File: src/rtl/cnn_pkg.sv
// Shared types and defaults for the CNN sliding-window front end.
// Holds the window FSM encoding and an index-width helper for the counters.
package cnn_pkg;

  typedef enum logic [1:0] {
    FILL = 2'd0,
    RUN  = 2'd1,
    DONE = 2'd2
  } state_t;

  localparam int DEFAULT_DATA_WIDTH  = 8;
  localparam int DEFAULT_KERNEL_SIZE = 3;

  // Counters and addresses need at least one bit even for a depth of 1.
  function automatic int idx_width(input int depth);
    return (depth > 1) ? $clog2(depth) : 1;
  endfunction

endpackage

File: src/rtl/cnn_line_buffer.sv
// One image row of pixel storage: write at the current column, and prefetch the
// column the next accepted pixel will need into a registered read port.
module cnn_line_buffer
  import cnn_pkg::*;
#(
  parameter int DATA_WIDTH = DEFAULT_DATA_WIDTH,
  parameter int DEPTH      = 16,
  parameter int AW         = idx_width(DEPTH)
) (
  input  logic                  clk,
  input  logic                  en,
  input  logic [AW-1:0]         wr_addr,
  input  logic [AW-1:0]         rd_addr,
  input  logic [DATA_WIDTH-1:0] din,
  output logic [DATA_WIDTH-1:0] dout
);

  logic [DATA_WIDTH-1:0] mem [DEPTH];

  always_ff @(posedge clk) begin
    if (en) begin
      mem[wr_addr] <= din;
      dout         <= mem[rd_addr];
    end
  end

endmodule

File: src/rtl/cnn_window_buffer.sv
// Raster-stream to K x K window converter (valid convolution, no padding) with
// framing checks and a ready/valid handshake on both sides.
module cnn_window_buffer
  import cnn_pkg::*;
#(
  parameter int DATA_WIDTH  = DEFAULT_DATA_WIDTH,
  parameter int KERNEL_SIZE = DEFAULT_KERNEL_SIZE,
  parameter int IMG_WIDTH   = 16,
  parameter int IMG_HEIGHT  = 16
) (
  input  logic                                          clk,
  input  logic                                          rst_n,
  input  logic                                          s_valid,
  output logic                                          s_ready,
  input  logic [DATA_WIDTH-1:0]                         s_data,
  input  logic                                          s_last,
  output logic                                          m_valid,
  input  logic                                          m_ready,
  output logic [KERNEL_SIZE*KERNEL_SIZE*DATA_WIDTH-1:0] m_window,
  output logic                                          m_last,
  output logic                                          frame_err
);

  localparam int K  = KERNEL_SIZE;
  localparam int CW = idx_width(IMG_WIDTH);
  localparam int RW = idx_width(IMG_HEIGHT);

  state_t                state_reg;
  logic [CW-1:0]         col_reg, col_next, lb_rd_addr;
  logic [RW-1:0]         row_reg;
  logic                  m_valid_reg, m_last_reg, frame_err_reg;
  logic                  accept, col_wrap, at_end, frame_bad, emit;
  logic [DATA_WIDTH-1:0] lb_din [K-1];
  logic [DATA_WIDTH-1:0] tap    [K-1];
  logic [DATA_WIDTH-1:0] col_in [K];
  logic [DATA_WIDTH-1:0] win_reg  [K][K];
  logic [DATA_WIDTH-1:0] win_next [K][K];

  assign s_ready    = (state_reg != DONE) && (!m_valid_reg || m_ready);
  assign accept     = s_valid && s_ready;
  assign col_wrap   = (col_reg == CW'(IMG_WIDTH - 1));
  assign col_next   = col_wrap ? '0 : col_reg + 1'b1;
  assign at_end     = col_wrap && (row_reg == RW'(IMG_HEIGHT - 1));
  assign frame_bad  = accept && (s_last != at_end);
  assign emit       = accept && !frame_bad && (row_reg >= RW'(K - 1)) && (col_reg >= CW'(K - 1));
  // After a framing error the stream restarts at column 0, so prefetch that.
  assign lb_rd_addr = frame_bad ? '0 : col_next;

  assign m_valid   = m_valid_reg;
  assign m_last    = m_last_reg;
  assign frame_err = frame_err_reg;

  // Line buffers are chained: buffer gi delivers the row gi+1 above the input.
  genvar gi, gj;
  generate
    for (gi = 0; gi < K - 1; gi++) begin : g_lb
      if (gi == 0) begin : g_head
        assign lb_din[gi] = s_data;
      end else begin : g_chain
        assign lb_din[gi] = tap[gi-1];
      end
      cnn_line_buffer #(
        .DATA_WIDTH(DATA_WIDTH),
        .DEPTH     (IMG_WIDTH)
      ) u_line (
        .clk    (clk),
        .en     (accept),
        .wr_addr(col_reg),
        .rd_addr(lb_rd_addr),
        .din    (lb_din[gi]),
        .dout   (tap[gi])
      );
      assign col_in[gi] = tap[K-2-gi];
    end
  endgenerate
  assign col_in[K-1] = s_data;

  always_comb begin
    for (int r = 0; r < K; r++) begin
      for (int c = 0; c < K - 1; c++) begin
        win_next[r][c] = win_reg[r][c+1];
      end
      win_next[r][K-1] = col_in[r];
    end
  end

  // The shift window doubles as the output register: it only moves on an
  // accepted pixel, which cannot happen while a window is stalled.
  always_ff @(posedge clk or negedge rst_n) begin
    if (!rst_n) begin
      for (int r = 0; r < K; r++) begin
        for (int c = 0; c < K; c++) begin
          win_reg[r][c] <= '0;
        end
      end
    end else if (accept) begin
      win_reg <= win_next;
    end
  end

  generate
    for (gi = 0; gi < K; gi++) begin : g_row
      for (gj = 0; gj < K; gj++) begin : g_col
        assign m_window[(gi*K+gj)*DATA_WIDTH +: DATA_WIDTH] = win_reg[gi][gj];
      end
    end
  endgenerate

  always_ff @(posedge clk or negedge rst_n) begin
    if (!rst_n) begin
      state_reg     <= FILL;
      col_reg       <= '0;
      row_reg       <= '0;
      m_valid_reg   <= 1'b0;
      m_last_reg    <= 1'b0;
      frame_err_reg <= 1'b0;
    end else begin
      frame_err_reg <= frame_bad;
      if (m_valid_reg && m_ready) begin
        m_valid_reg <= 1'b0;
      end
      if (accept) begin
        m_valid_reg <= emit;
        m_last_reg  <= emit && at_end;
        if (frame_bad) begin
          col_reg   <= '0;
          row_reg   <= '0;
          state_reg <= FILL;
        end else begin
          col_reg <= col_next;
          if (col_wrap) begin
            row_reg <= at_end ? '0 : row_reg + 1'b1;
          end
          case (state_reg)
            FILL: if (col_wrap && (row_reg == RW'(K - 2))) state_reg <= RUN;
            RUN:  if (at_end) state_reg <= DONE;
            default: ;
          endcase
        end
      end
      if ((state_reg == DONE) && m_valid_reg && m_ready && m_last_reg) begin
        state_reg <= FILL;
      end
    end
  end

endmodule

File: config.mk
export PLATFORM = sky130hd
export DESIGN_NAME = cnn_window_buffer
export DESIGN_NICKNAME = d
export VERILOG_FILES = /design/src/rtl/cnn_pkg.sv /design/src/rtl/cnn_line_buffer.sv /design/src/rtl/cnn_window_buffer.sv
export SDC_FILE = /design/constraint.sdc
export NUM_CORES = 1
export LEC_CHECK = 0
export ABC_CLOCK_PERIOD_IN_PS = 7600
export CAP_MARGIN = 20
export CORE_UTILIZATION = 60
export CTS_CLUSTER_DIAMETER = 60
export CTS_CLUSTER_SIZE = 24
export DETAILED_ROUTE_END_ITERATION = 8
export PLACE_DENSITY = 0.87
export SLEW_MARGIN = 20
export SYNTH_ARGS = -nofsm -noshare
export SYNTH_HDL_FRONTEND = slang
export SYNTH_SLANG_ARGS = --single-unit
File: constraint.sdc
create_clock -name clk -period 7.6 [get_ports clk]
set_input_delay 1.14 -clock clk [delete_from_list [all_inputs] [get_ports clk]]
set_output_delay 1.14 -clock clk [all_outputs]
set_load 0.01 [all_outputs]
==> results.md <==
* Result of the run: finished clean
* Worst Setup End Kind: flip-flop
* CTS Root Buffer Type: sky130_fd_sc_hd__clkbuf_16
* Max Clock Freq at 244 MHz
* Total track usage at 0.292
* Pin count of the biggest net entering global routing at 87
* Worst slack at placement at 3150 ps
* Startpoint type of the worst setup path: flip-flop
* NumNets Final at 1141
* Hold-fix buffers at CTS at 0
* Worst min path class: flip-flop to flip-flop
* Aggregate routed wire length at 34700 microns
* Summed negative setup slack over all endpoints at 0 ps
* Post-synthesis register bit count at 357
* Iteration count of the initial detailed-routing pass at 6
* Data required time of the critical path at 7870 ps
* Area of the mapped netlist at 14300 sq um
* Total cell area at the placement stage at 15300 sq um
* Flip-flop count of the largest register after layout at 256
* Top cell type by total area after synthesis: sky130_fd_sc_hd__edfxtp_1
* Max cap viols at 0
* Final Cell Area at 16000 sq um
* Violation count after the first detailed-routing iteration at 1619
* Final-report setup violation count at 0
* Via count of the first global-routing pass at 9115
* CTS tree: built
* Initial antenna violation count at 0
* Number of flops mapped to enable cells by yosys at 272
* Final antenna-violating net count at 0
* Quantity of I/O buffers inserted on ports at 88
* H-tree depth at 1
* Critical path arrival at 4370 ps
* Crit Path Category: flip-flop to flip-flop
* Via count normalized by instance count at 6.57
* Die X-Extent at 156 microns
* Final Max Slew Viols at 0
* Total power per unit cell area at 350 nW/um^2
* DR vias at 9525
* Crit Path Max Fanout at 82
* Num Clock Sinks at 357
* # DRC at 0
* Number of gates given a new drive strength after cts at 0
* Normalized max-slew margin at 0.349
* Die height at 156 microns
* Average cell area after synthesis at 13.4 sq um
* Share of the synthesized area in the top cell type at 0.572
* Total area of multi-input combinational cells at 3640 sq um
* Total overflow reported by the global router at 0
* Final-layout worst hold slack at 452 ps
* Most used standard cell by instance count after synthesis: sky130_fd_sc_hd__edfxtp_1
* Synthesis-to-layout area growth at 12.1%
* Synthesized netlist cell count at 1069
* Placement row count at 56
* Synthesis warning total at 0
* Worst slew pin tran at 976 ps
* Share of synthesized area occupied by flip-flops and latches at 0.721
* Number of buffers inserted during clock tree synthesis at 21
* Number of unique standard cell types used by synthesis at 66
* Post-route worst setup slack at 3490 ps
* Routed wirelength normalized by instance count at 24.0 microns
* VDD IR-drop max at 0.195 mV
* Worst Skew at 17.0 ps
* Leak at 5.83 nW
* Wire length of the first global-routing pass at 53200 microns
* Final weighted congestion in routability-driven placement at 0.953
* HPWL after detailed placement at 21200 microns
* Buffer levels on the longest clock path at 3
* Initial cell density of the core at 0.610
* Crit share post-route at 0.540
* Total I/O pin count at 89
* Top register by number of flip-flops: g_lb.u_line.mem
* Most frequent cells after synthesis: sky130_fd_sc_hd__edfxtp_1, sky130_fd_sc_hd__nand2_1, sky130_fd_sc_hd__dfrtp_1
* Fin crit period at 4110 ps
* Count of final hold-check violations at 0
* Combined flip-flop and latch cell area at 10300 sq um
* Count of antenna diodes in the layout at 0
* Share of cells above drive strength 1 at 0.0681
* Number of fill cells at 1550
* RSZ-0062 raised after global routing: no
* Clock-pin slew on the worst setup and hold paths at 90 ps
* Nets in the synthesized netlist at 1089
* Total Die Area at 24400 sq um
* Top post-synthesis cells by area: sky130_fd_sc_hd__edfxtp_1, sky130_fd_sc_hd__dfrtp_1, sky130_fd_sc_hd__nand2_1
* Standard cell core area at 23400 sq um
* Post-CTS Repair Setup Buffers at 0
* Fraction of registers with async set/reset at 0.238
* Total power consumption of the routed design at 5.60 mW
* Clock latency at the later pin of the worst-skew pair at 530 ps
* Primary FF master, synth: sky130_fd_sc_hd__edfxtp_1
==> cells by family after synthesis <==
kind of cell,count (synthesis),synth area share
AOI/OAI and AO/OA,214,0.105
buffers and inverters,82,0.0284
muxes,19,0.0137
and+or+nand+nor,386,0.122
xor gates and xnor gates,4,0.00377
adders and majority gates,7,0.00613
DFF,357,0.721
==> placed cells by master (no fill, tap or decap), types with 13 or more instances in the layout <==
cell / count
sky130_fd_sc_hd__edfxtp_1: 272
sky130_fd_sc_hd__nand2_1: 261
sky130_fd_sc_hd__clkdlybuf4s50_1: 87
sky130_fd_sc_hd__dfrtp_1: 85
sky130_fd_sc_hd__a21oi_1: 48
sky130_fd_sc_hd__o21ai_0: 39
sky130_fd_sc_hd__a31oi_1: 29
sky130_fd_sc_hd__a221oi_1: 22
sky130_fd_sc_hd__clkbuf_16: 21
sky130_fd_sc_hd__nand3_1: 19
sky130_fd_sc_hd__o22ai_1: 19
sky130_fd_sc_hd__mux2i_1: 18
sky130_fd_sc_hd__nor3_1: 17
sky130_fd_sc_hd__nand4_1: 17
sky130_fd_sc_hd__nor2_1: 15
sky130_fd_sc_hd__o311ai_1: 15
sky130_fd_sc_hd__o221ai_1: 14
sky130_fd_sc_hd__or3_1: 14
sky130_fd_sc_hd__buf_4: 13
==> final timing paths <==
kind	from	endpoint	slack [ps]	cells past startpoint
min	g_lb[1].u_line.dout[1]$_DFFE_PP_	m_window[17]$_DFFE_PN0P_	450	2
max	col_reg[0]$_DFFE_PN0P_	g_lb[1].u_line.dout[6]$_DFFE_PP_	3490	8
max reg2reg	col_reg[0]$_DFFE_PN0P_	g_lb[1].u_line.dout[6]$_DFFE_PP_	3490	8
min in group asynchronous	rst_n	m_window[7]$_DFFE_PN0P_	640	1
min reg2reg	g_lb[1].u_line.dout[1]$_DFFE_PP_	m_window[17]$_DFFE_PN0P_	450	2
max in group asynchronous	rst_n	m_window[42]$_DFFE_PN0P_	6430	1
==> area by class of cell <==
type,instances,area share
inverter,10,0.00242
sequential,357,0.643
multi-input combinational,630,0.227
clock buffer,21,0.0328
tap,319,0.0249
timing repair buffer,101,0.0612
clock inverter,12,0.00774
==> metrics by stage <==
stage / utilization / std cells
2_1_floorplan: - / 1069
4_1_cts: 0.684 / 1450
5_1_grt: 0.684 / 1450
3_5_place_dp: 0.656 / 1417
3_3_place_gp: 0.656 / 1417
6_report: 0.684 / 1450
==> metal layers <==
metal | up-vias | track usage | wire length, microns
met4 | 0 | 0.132 | 1680
li1 | 4089 | - | -
met1 | 4584 | 0.396 | 12600
met5 | - | 0 | 0
met3 | 120 | 0.0468 | 4110
met2 | 732 | 0.472 | 16400
==> worst max-delay path: stages, from the launching register on <==
cell                       delay, ps
sky130_fd_sc_hd__dfrtp_1         570
sky130_fd_sc_hd__ha_1            790
sky130_fd_sc_hd__a31o_2          280
sky130_fd_sc_hd__buf_4           690
sky130_fd_sc_hd__o21ai_1         530
sky130_fd_sc_hd__buf_4           330
sky130_fd_sc_hd__o21ai_0         320
sky130_fd_sc_hd__or4_1           180
sky130_fd_sc_hd__o311ai_1        100
==> where the power goes <==
group,switching [mW],total [mW],leakage [nW],internal (mW)
Sequential,0.302,2.83,3.55,2.52
Combinational,0.983,1.59,1.96,0.603
Clock,0.633,1.19,0.322,0.557
Total,1.92,5.60,5.83,3.68
No activity file was read; power rests on OpenSTA's default activity.
